### config.mk
export PLATFORM = sky130hd
export DESIGN_NAME = acq_ring_buffer_flat
export DESIGN_NICKNAME = d
export VERILOG_FILES = /design/src/rtl/acq_pkg.sv /design/src/rtl/acq_ring_buffer_if.sv /design/src/rtl/acq_frame_ram.sv /design/src/rtl/acq_ring_buffer.sv /design/src/flat_wrapper.sv
export SDC_FILE = /design/constraint.sdc
export NUM_CORES = 1
export LEC_CHECK = 0
export CAP_MARGIN = 15
export CELL_PAD_IN_SITES_DETAIL_PLACEMENT = 0
export CELL_PAD_IN_SITES_GLOBAL_PLACEMENT = 2
export CORE_MARGIN = 2
export CORE_UTILIZATION = 48
export DETAILED_ROUTE_END_ITERATION = 10
export GPL_ROUTABILITY_DRIVEN = 0
export PLACE_DENSITY = 0.81
export SYNTH_ARGS = -nofsm -noshare
export SYNTH_HDL_FRONTEND = slang
export SYNTH_HIERARCHICAL = 1
export SYNTH_SLANG_ARGS = --single-unit
### constraint.sdc
create_clock -name clk -period 3 [get_ports clk]
set_input_delay 0.3 -clock clk [delete_from_list [all_inputs] [get_ports clk]]
set_output_delay 0.3 -clock clk [all_outputs]
set_load 0.05 [all_outputs]
### src/rtl/acq_pkg.sv
// Shared constants and helpers for the acquisition ring buffer.
// Holds the output lane width, the lane-packing rule and parameter-legality checks.
package acq_pkg;

  localparam int LANE_W = 16;

  // Zero-extended sample in, lane out; left-justify moves the MSB to bit 15.
  function automatic logic [LANE_W-1:0] pack_lane(input logic [LANE_W-1:0] s,
                                                  input int sample_w, input bit left);
    if (left) return s << (LANE_W - sample_w);
    return s;
  endfunction

  function automatic bit params_ok(input int sample_w, input int num_ch, input int addr_w);
    return (sample_w >= 1) && (sample_w <= LANE_W) &&
           (num_ch >= 1) && (num_ch <= 8) &&
           (addr_w >= 1) && (addr_w <= 16);
  endfunction

endpackage

### src/rtl/acq_ring_buffer_if.sv
// Sample-in / frame-out bus of the acquisition ring buffer.
interface acq_ring_buffer_if #(
  parameter int SAMPLE_W = 12,
  parameter int NUM_CH   = 3,
  parameter int ADDR_W   = 5
);
  import acq_pkg::*;

  logic                       acq_en;
  logic                       wr_valid;
  logic [SAMPLE_W-1:0]        wr_data;
  logic                       rd_req;
  logic                       rd_valid;
  logic [LANE_W*NUM_CH-1:0]   rd_data;
  logic [ADDR_W:0]            level;
  logic                       empty;
  logic                       full;
  logic                       overflow;
  logic                       underflow;

  modport master (
    output acq_en, wr_valid, wr_data, rd_req,
    input  rd_valid, rd_data, level, empty, full, overflow, underflow
  );

  modport slave (
    input  acq_en, wr_valid, wr_data, rd_req,
    output rd_valid, rd_data, level, empty, full, overflow, underflow
  );
endinterface

### src/rtl/acq_frame_ram.sv
// Simple dual-port frame store, read-first, one-cycle registered read (BRAM style).
module acq_frame_ram #(
  parameter int W  = 36,
  parameter int AW = 5
) (
  input  logic          clk,
  input  logic          we_i,
  input  logic [AW-1:0] waddr_i,
  input  logic [W-1:0]  wdata_i,
  input  logic          re_i,
  input  logic [AW-1:0] raddr_i,
  output logic [W-1:0]  rdata_o
);
  logic [W-1:0] mem_q [2**AW];

  // Read returns the old word on a same-address write, which the full+pop case relies on.
  always_ff @(posedge clk) begin
    if (we_i) mem_q[waddr_i] <= wdata_i;
    if (re_i) rdata_o <= mem_q[raddr_i];
  end
endmodule

### src/rtl/acq_ring_buffer.sv
// Frame-assembling ring buffer: interleaved ADC samples in, packed 16-bit-lane frames out.
// Pointers, level, sticky flags and the output register stage live here; storage is acq_frame_ram.
module acq_ring_buffer
  import acq_pkg::*;
#(
  parameter int SAMPLE_W     = 12,
  parameter int NUM_CH       = 3,
  parameter int ADDR_W       = 5,
  parameter bit LEFT_JUSTIFY = 1'b0
) (
  input  logic            clk,
  input  logic            rst_n,
  acq_ring_buffer_if.slave bus
);
  localparam int              CH_W    = (NUM_CH > 1) ? $clog2(NUM_CH) : 1;
  localparam int              FRAME_W = SAMPLE_W * NUM_CH;
  localparam int              STAGES  = 2;
  localparam logic [ADDR_W:0] DEPTH   = {1'b1, {ADDR_W{1'b0}}};

  if (!params_ok(SAMPLE_W, NUM_CH, ADDR_W)) begin : g_bad_params
    $error("acq_ring_buffer: illegal SAMPLE_W/NUM_CH/ADDR_W");
  end

  // Assert asynchronously, release two clocks after rst_n rises.
  logic [1:0] rst_sync_q;
  logic       srst_n;
  always_ff @(posedge clk or negedge rst_n) begin
    if (!rst_n) rst_sync_q <= '0;
    else        rst_sync_q <= {rst_sync_q[0], 1'b1};
  end
  assign srst_n = rst_sync_q[1];

  logic [CH_W-1:0]                     ch_idx_q, ch_idx_d;
  logic [NUM_CH-1:0][SAMPLE_W-1:0]     asm_q, asm_d, frame_w, ram_rdata;
  logic [ADDR_W-1:0]                   wr_ptr_q, wr_ptr_d, rd_ptr_q, rd_ptr_d;
  logic [ADDR_W:0]                     level_q, level_d;
  logic                                empty_q, empty_d, full_q, full_d;
  logic                                ovf_q, ovf_d, unf_q, unf_d;
  logic [STAGES:0]                     vld_pipe;
  logic [NUM_CH-1:0][LANE_W-1:0]       lanes, rd_data_q;
  logic                                commit, pop, push;

  always_comb begin
    commit  = bus.acq_en && bus.wr_valid && (ch_idx_q == CH_W'(NUM_CH-1));
    pop     = bus.acq_en && bus.rd_req && !empty_q;
    push    = commit && (!full_q || pop);
    frame_w = asm_q;
    frame_w[NUM_CH-1] = bus.wr_data;
  end

  always_comb begin
    ch_idx_d = ch_idx_q;
    asm_d    = asm_q;
    wr_ptr_d = wr_ptr_q;
    rd_ptr_d = rd_ptr_q;
    level_d  = level_q;
    ovf_d    = ovf_q;
    unf_d    = unf_q;
    if (!bus.acq_en) begin
      ch_idx_d = '0;
      wr_ptr_d = '0;
      rd_ptr_d = '0;
      level_d  = '0;
      ovf_d    = 1'b0;
      unf_d    = 1'b0;
    end else begin
      if (bus.wr_valid) begin
        asm_d[ch_idx_q] = bus.wr_data;
        ch_idx_d = (ch_idx_q == CH_W'(NUM_CH-1)) ? '0 : ch_idx_q + 1'b1;
      end
      if (push) wr_ptr_d = wr_ptr_q + 1'b1;
      if (pop)  rd_ptr_d = rd_ptr_q + 1'b1;
      case ({push, pop})
        2'b10:   level_d = level_q + 1'b1;
        2'b01:   level_d = level_q - 1'b1;
        default: level_d = level_q;
      endcase
      if (commit && full_q && !pop) ovf_d = 1'b1;
      if (bus.rd_req && empty_q)    unf_d = 1'b1;
    end
    empty_d = (level_d == '0);
    full_d  = (level_d == DEPTH);
  end

  assign vld_pipe[0] = pop;

  always_ff @(posedge clk or negedge srst_n) begin
    if (!srst_n) begin
      ch_idx_q  <= '0;
      asm_q     <= '0;
      wr_ptr_q  <= '0;
      rd_ptr_q  <= '0;
      level_q   <= '0;
      empty_q   <= 1'b1;
      full_q    <= 1'b0;
      ovf_q     <= 1'b0;
      unf_q     <= 1'b0;
      vld_pipe[STAGES:1] <= '0;
      rd_data_q <= '0;
    end else begin
      ch_idx_q  <= ch_idx_d;
      asm_q     <= asm_d;
      wr_ptr_q  <= wr_ptr_d;
      rd_ptr_q  <= rd_ptr_d;
      level_q   <= level_d;
      empty_q   <= empty_d;
      full_q    <= full_d;
      ovf_q     <= ovf_d;
      unf_q     <= unf_d;
      vld_pipe[STAGES:1] <= bus.acq_en ? vld_pipe[STAGES-1:0] : '0;
      if (bus.acq_en && vld_pipe[STAGES-1]) rd_data_q <= lanes;
    end
  end

  acq_frame_ram #(.W(FRAME_W), .AW(ADDR_W)) u_ram (
    .clk     (clk),
    .we_i    (push),
    .waddr_i (wr_ptr_q),
    .wdata_i (frame_w),
    .re_i    (pop),
    .raddr_i (rd_ptr_q),
    .rdata_o (ram_rdata)
  );

  for (genvar k = 0; k < NUM_CH; k++) begin : g_lane
    assign lanes[k] = pack_lane(LANE_W'(ram_rdata[k]), SAMPLE_W, LEFT_JUSTIFY);
  end

  assign bus.rd_valid  = vld_pipe[STAGES];
  assign bus.rd_data   = rd_data_q;
  assign bus.level     = level_q;
  assign bus.empty     = empty_q;
  assign bus.full      = full_q;
  assign bus.overflow  = ovf_q;
  assign bus.underflow = unf_q;
endmodule

### src/flat_wrapper.sv
// flat-port wrapper written by rule: the top's interface ports become plain ports
module acq_ring_buffer_flat import acq_pkg::*;
#(
  parameter int SAMPLE_W     = 12,
  parameter int NUM_CH       = 3,
  parameter int ADDR_W       = 5,
  parameter bit LEFT_JUSTIFY = 1'b0
)
  (clk, rst_n, bus_acq_en, bus_wr_valid, bus_wr_data, bus_rd_req, bus_rd_valid, bus_rd_data, bus_level, bus_empty, bus_full, bus_overflow, bus_underflow);
  acq_ring_buffer_if #(.SAMPLE_W(SAMPLE_W), .NUM_CH(NUM_CH), .ADDR_W(ADDR_W)) bus_i ();
  input  logic clk;
  input  logic rst_n;
  input wire logic [$bits(bus_i.acq_en)-1:0] bus_acq_en;
  input wire logic [$bits(bus_i.wr_valid)-1:0] bus_wr_valid;
  input wire logic [$bits(bus_i.wr_data)-1:0] bus_wr_data;
  input wire logic [$bits(bus_i.rd_req)-1:0] bus_rd_req;
  output wire logic [$bits(bus_i.rd_valid)-1:0] bus_rd_valid;
  output wire logic [$bits(bus_i.rd_data)-1:0] bus_rd_data;
  output wire logic [$bits(bus_i.level)-1:0] bus_level;
  output wire logic [$bits(bus_i.empty)-1:0] bus_empty;
  output wire logic [$bits(bus_i.full)-1:0] bus_full;
  output wire logic [$bits(bus_i.overflow)-1:0] bus_overflow;
  output wire logic [$bits(bus_i.underflow)-1:0] bus_underflow;
  assign bus_i.acq_en = bus_acq_en;
  assign bus_i.wr_valid = bus_wr_valid;
  assign bus_i.wr_data = bus_wr_data;
  assign bus_i.rd_req = bus_rd_req;
  assign bus_rd_valid = bus_i.rd_valid;
  assign bus_rd_data = bus_i.rd_data;
  assign bus_level = bus_i.level;
  assign bus_empty = bus_i.empty;
  assign bus_full = bus_i.full;
  assign bus_overflow = bus_i.overflow;
  assign bus_underflow = bus_i.underflow;
  acq_ring_buffer #(.SAMPLE_W(SAMPLE_W), .NUM_CH(NUM_CH), .ADDR_W(ADDR_W), .LEFT_JUSTIFY(LEFT_JUSTIFY)) u_core (.clk(clk), .rst_n(rst_n), .bus(bus_i));
endmodule
==> run summary, run 1 <==
outcome: completed
area grow syn2layout: 15.77%
H-tree Lvls: 4
width of the die: 325.8 um
fin. max-slew vios: 0
CP Buf/Inv Count: 2
FF-to-FF Start: u_core/bus.empty
Crit-path slowest cell: dfstp_2
via count: 26.00k
WL/cell: 25.34 um
Final min period: 2.734 ns
reg2reg path depth: 12
Layout fillers: 7934
GR Layer Usage met1: 31.09%
CP top delay family: compound AO/OA/AOI/OAI gates
# rows: 118
Hold Startpoint: bus_wr_data[2]
NumNets Final: 3066
Antenna Nets Post-Route: 0
Post-synth top flop: edfxtp_1
LEAKAGE: 0.01807 uW
FMAX: 365.7 MHz
Die Ht: 325.8 um
Slew headroom: 25.01%
cell area after synthesis: 49690 um2
Antenna Diode Count: 0
Setup crit start kind: flip-flop
M2 GR Usage: 34.26%
CP cell instances: nand2b_4 > a21oi_2 > inv_1 > ha_4 > xor2_1 > ha_2 > a211oi_1 > a2111oi_0 > buf_4 > o21ai_1 > mux2i_1 > nor3b_2
1st-pass router iterations: 7
drt total wl: 114.7 mm
synthesis warning total: 6
FF/Latch Area: 37840 um2
GRT Overall Usage: 21.52%
Max Cap Viol: 0
Final HPWL DP: 67.93 mm
post-route insts no fill: 4528
Final Hold Vio Count: 0
vias per inst: 5.742
CP peak stage delay: 0.55 ns
busiest grt layer: met2
worst r2r dst: u_core/bus.full
skew final: 0.02990 ns
I/O Pins: 76
Fin Setup TNS: 0 ns
worst-margin pin slew: 1.125 ns
core area: 103100 um2
layout cells sized above 1: 15.18%
Worst-path clk slew: 0.05 ns
cts bufs inserted: 133
Synth top area share: 71.79%
initial antenna violation count: 1
Post-synth EDFFs: 1188
register area share after synthesis: 76.12%
first-pass GRT wire length: 170.3 mm
asr flop ratio synth: 6.750%
die area: 106100 um2
Netlist cell types: 55
internal power: 30900 uW
maximum vdd ir drop: 445.7 uV
clock power share: 40.1%
crit end category: flip-flop
min-delay worst type: in2reg
Worst Path Arrival: 3.32 ns
Synth Register Bits: 1274
CTS tree: done
Iter 0 DRT Violations: 2403
vias in the first global route: 26.24k
Placement Cell Area: 53200 um2
RSZ-0062 raised after global routing: no
CP Max Fanout: 4
GRT Residual Overflow: 0
port bufs: 63
Initial Util: 48.22%
Final setup viols: 0
final core occ: 55.82%
Min-Delay Path Depth: 1
placed cells: 4286
maximum number of pins on one net before global-route repair: 74
Power, Total: 40000 uW
clk sinks: 1274
Final Instance Area: 57530 um2
sequential power share: 52.4%
Remaining DRCs: 0
cell taking the most area after synthesis: edfxtp_1
Sw Pwr: 9103 uW
Pwr Density: 695.3 nW/um2
Final Cycle Share: 91.14%
Worst Path Required: 3.59 ns
Cells after Synth: 2823
Syn Area/Cell: 17.60 um2
switching share of power: 22.76%
worst-case clock buffer depth: 3
multi-input logic area: 11140 um2
reg2reg setup slack: 0.27 ns
Comb pwr share: 7.5%
largest cells by area after synthesis: edfxtp_1 (72%), mux2i_1 (12%), dfrtp_1 (4.3%), a22oi_1 (1.6%), mux2_2 (1.3%)
Skew-Pair Late Insertion Delay: 0.73 ns
routing usage on met3: 3.684%
Hold EP: u_core/u_ram/mem_q[10][26]
CP Class: reg2reg
clock root cell: clkbuf_16
[stage by stage]
step	setup slack, ns	hold slack, ns
floorplan	-0.2543	0.004409
global placement	-0.01337	0.3381
detailed placement	0.007741	0.3412
CTS	0.3506	0.1681
global route	0.1980	0.1867
finish	0.2657	0.1993
[cell type report]
type                            instances  share of cell area [%]
Clock buffer                          185                   6.468
Clock inverter                         54                  0.9396
Inverter                                4                 0.02610
Multi-Input combinational cell       1387                   19.36
Sequential cell                      1274                   65.77
Tap cell                             1380                   3.001
Timing Repair Buffer                  244                   4.437
[repair_timing]
item / in CTS / in global routing
setup buffers: 0 / 0
hold endpoints to repair: 2 / 0
resized for setup: 0 / 0
setup endpoints to repair: 0 / 0
hold buffers: 1 / 0
[cell usage in the layout (no fill, tap or decap), types with 4 or more instances in the layout]
| cell type | count |
|---|---|
| edfxtp_1 | 1188 |
| mux2i_1 | 582 |
| clkbuf_16 | 139 |
| buf_4 | 134 |
| nand2_1 | 116 |
| a21oi_1 | 112 |
| nand3_1 | 112 |
| a22oi_1 | 108 |
| dfrtp_1 | 83 |
| a22o_1 | 72 |
| clkdlybuf4s50_1 | 57 |
| mux2_2 | 56 |
| buf_12 | 44 |
| clkbuf_1 | 39 |
| nor3_1 | 38 |
| a31oi_1 | 37 |
| nor2_4 | 34 |
| clkinv_1 | 25 |
| nor2_1 | 22 |
| conb_1 | 13 |
| bufinv_16 | 9 |
| xor2_1 | 9 |
| clkinv_2 | 7 |
| clkbuf_8 | 7 |
| nand3b_1 | 7 |
| buf_2 | 6 |
| inv_6 | 5 |
| clkinv_8 | 4 |
| nor2b_1 | 4 |
| nor3b_1 | 4 |
| o21ai_0 | 4 |
| mux2_1 | 4 |
| nand4_1 | 4 |
[Yosys cell counts, types with 5 or more instances]
| library cell | number |
|---|---|
| nor2b_1 | 6 |
| buf_1 | 20 |
| nand2_1 | 118 |
| buf_6 | 20 |
| nor3_1 | 38 |
| nor2_1 | 55 |
| a31oi_1 | 37 |
| a22oi_1 | 108 |
| xor2_1 | 9 |
| buf_8 | 8 |
| buf_4 | 36 |
| a22o_1 | 72 |
| dfrtp_1 | 85 |
| nand2b_1 | 5 |
| edfxtp_1 | 1188 |
| mux2_2 | 57 |
| clkbuf_1 | 45 |
| ha_1 | 5 |
| a21oi_1 | 114 |
| mux2i_1 | 582 |
| buf_2 | 37 |
| nand3_1 | 112 |
| nand3b_1 | 7 |
[power groups by stage]
stage	logic [uW]	registers, uW	clock network, uW
CTS	2920	21000	16300
detailed placement	2910	21400	0
finish	3000	20900	16100
global placement	2830	21300	0
global route	3160	21000	17000
floorplan	912	22000	0
[state kept, by name, summed over array words and instances, names as in the netlist, 2 cells and up]
name	cells
u_core/ch_idx_q	2
u_core/bus.rd_data	36
u_core/u_ram/rdata_o	36
u_core/bus.level	6
u_core/u_ram/mem_q	1152
u_core/rst_sync_q	2
u_core/wr_ptr_q	5
u_core/rd_ptr_q	5
u_core/asm_q	24
[how the worst max path moves through the flow]
stage	cells after the start	start	to	slack [ns]
after floorplan	4	u_core/bus.empty	u_core/u_ram/mem_q[31][0]	-0.25
after global placement	13	bus_wr_valid	u_core/bus.empty	-0.01
after detailed placement	13	bus_wr_valid	u_core/bus.full	0.008
after CTS	12	u_core/ch_idx_q[0]	u_core/bus.full	0.35
after global routing	12	u_core/ch_idx_q[0]	u_core/bus.full	0.20
final	12	u_core/bus.empty	u_core/bus.full	0.27
[logic make-up (layout without fill, tap and decap cells)]
logic type,count (synthesis),count (layout),synth area share [%]
compound gates,352,352,4.852
other cells,2,13,0.01511
xor+xnor,12,12,0.2115
simple gates,362,362,3.389
fa+ha+maj,5,5,0.1259
flops,1274,1274,76.12
mux,643,643,13.11
buf+inv,173,487,2.178
[worst reg2reg max path: cells and delay by family, from the launching register on]
family,cells,cell delay (ns)
AO/OA/AOI/OAI,4,0.69
flip-flops,1,0.55
adder cells (fa/ha/maj),2,0.38
buffers and inverters,2,0.31
multiplexers,1,0.29
AND/OR/NAND/NOR,2,0.22
XOR/XNOR,1,0.16
[metal layers]
layer	vias to the layer above	wire length (um)
met3	138	6901
met1	13470	51530
met5	-	0
li1	11570	-
met2	820	54400
met4	0	1901
No activity file was read; power rests on OpenSTA's default activity.
==> run 2, diff against run 1 <==
- CAP_MARGIN: 15 -> 10
- CORE_UTILIZATION: 48 -> 52
- PLACE_DENSITY: 0.81 -> 0.87
- clock period: 3 -> 3.5 ns (I/O delays scaled with it)
==> run summary, run 2 (same netlist as run 1, synthesis figures left out) <==
Fin Setup TNS: 0 ns
Worst Path Required: 4.09 ns
first-pass GRT wire length: 173.7 mm
placed cells: 4122
max reg flops: 1152
# rows: 113
vias in the first global route: 26.26k
H-tree Lvls: 4
core area: 94870 um2
Placement Cell Area: 52510 um2
crit end category: flip-flop
Skew-Pair Late Insertion Delay: 0.74 ns
Comb pwr share: 6.5%
vias per inst: 6.058
worst-case clock buffer depth: 3
1st-pass router iterations: 6
Final Cycle Share: 81.85%
Pwr Density: 596.4 nW/um2
pre-CTS setup slack: 0.2831 ns
clock power share: 39.6%
reg2reg setup slack: 0.64 ns
LEAKAGE: 0.01779 uW
most used cell, CP: ha_1
skew final: 0.03251 ns
Die Ht: 313.1 um
outcome: completed
GRT Residual Overflow: 0
width of the die: 313.1 um
Worst Path Arrival: 3.46 ns
Hold Startpoint: bus_wr_data[6]
CP Class: reg2reg
switching share of power: 22.69%
Hold EP: u_core/u_ram/mem_q[7][30]
Max Cap Viol: 0
Iter 0 DRT Violations: 2735
Final WS setup: 0.6353 ns
commonest non-fill, non-tap cell in the layout: edfxtp_1
CP top delay family: compound AO/OA/AOI/OAI gates
clk sinks: 1274
drt total wl: 118.4 mm
maximum vdd ir drop: 383.7 uV
CP Max Fanout: 5
sequential power share: 53.9%
final core occ: 59.93%
cts bufs inserted: 130
CP cell instances: nand4b_1 > a21oi_1 > inv_1 > ha_1 > xor2_1 > ha_1 > nor3b_1 > a2111oi_0 > o21ai_1 > mux2i_1 > nor3b_2
Antenna Nets Post-Route: 0
Setup crit start kind: flip-flop
CP Buf/Inv Count: 1
Final min period: 2.865 ns
FF-to-FF Start: u_core/ch_idx_q[0]
Initial Util: 52.38%
FMAX: 349.1 MHz
internal power: 26220 uW
RSZ-0062 raised after global routing: no
layout cells sized above 1: 13.83%
Min-Delay Path Depth: 1
Worst-path clk slew: 0.06 ns
CP peak stage delay: 0.48 ns
initial antenna violation count: 2
worst r2r dst: u_core/bus.full
post-route insts no fill: 4368
post-cts sizing count: 0
Slew headroom: 16.15%
GRT Overall Usage: 24.16%
reg2reg path depth: 11
Final Instance Area: 56860 um2
Final HPWL DP: 67.26 mm
Crit-path slowest cell: a2111oi_0
Remaining DRCs: 0
fin. max-slew vios: 0
I/O Pins: 76
Final Hold Vio Count: 0
NumNets Final: 3019
min-delay worst type: in2reg
clock root cell: clkbuf_16
Sw Pwr: 7696 uW
die area: 98050 um2
maximum number of pins on one net before global-route repair: 70
area grow syn2layout: 14.42%
Final setup viols: 0
most frequent cells in the layout: edfxtp_1 (1188), mux2i_1 (582), clkbuf_16 (132), nand2_1 (116), a21oi_1 (114)
CTS tree: done
worst-margin pin slew: 1.254 ns
WL/cell: 27.10 um
port bufs: 63
most flop-heavy register: u_core/u_ram/mem_q
via count: 26.46k
[run 2: area by class of cell]
class | instances | area (um2)
antenna | 1 | 2.502
sequential | 1274 | 37840
clock inverter | 52 | 540.5
multi-input combinational | 1387 | 11100
tap | 1265 | 1583
fill | 6798 | 38010
inverter | 4 | 15.01
clock buffer | 185 | 3612
timing repair buffer | 200 | 2165
[run 2: how the worst max path moves through the flow]
stage	startpoint	end	slack, ns	depth (start not counted)
6_report	u_core/ch_idx_q[0]	u_core/bus.full	0.64	11
5_1_grt	u_core/ch_idx_q[0]	u_core/bus.full	0.36	11
4_1_cts	u_core/ch_idx_q[0]	u_core/bus.full	0.66	11
3_5_place_dp	bus_rd_req	u_core/bus.full	0.28	12
3_3_place_gp	bus_rd_req	u_core/bus.full	0.24	12
2_1_floorplan	u_core/bus.empty	u_core/u_ram/mem_q[28][0]	-0.37	5
[run 2: per-layer routing]
metal | share of wire, % | track usage, % | vias to the layer above
li1 | - | - | 11450
met1 | 42 | 33.88 | 13800
met2 | 49 | 39.52 | 1033
met3 | 7.1 | 3.937 | 180
met4 | 2.1 | 6.720 | 0
met5 | 0 | 0 | -
[run 2: power groups by stage]
stage | clock network (uW) | logic [uW] | registers [uW]
after floorplan | 0 | 776 | 18900
after global placement | 0 | 1870 | 18700
after detailed placement | 0 | 1900 | 18800
after CTS | 13600 | 1910 | 18500
after global routing | 14200 | 2320 | 18400
final | 13400 | 2210 | 18300
[run 2: through the flow]
step | hold WS, ns | total power [uW]
4_1_cts | 0.2199 | 34030
6_report | 0.2460 | 33910
2_1_floorplan | 0.05441 | 19630
3_5_place_dp | 0.3363 | 20700
3_3_place_gp | 0.3367 | 20600
5_1_grt | 0.2585 | 34910
[run 2: timing repair]
action,4_1_cts,5_1_grt
hold buffers,1,0
setup buffers,0,0
endpoints found under the hold margin,2,0
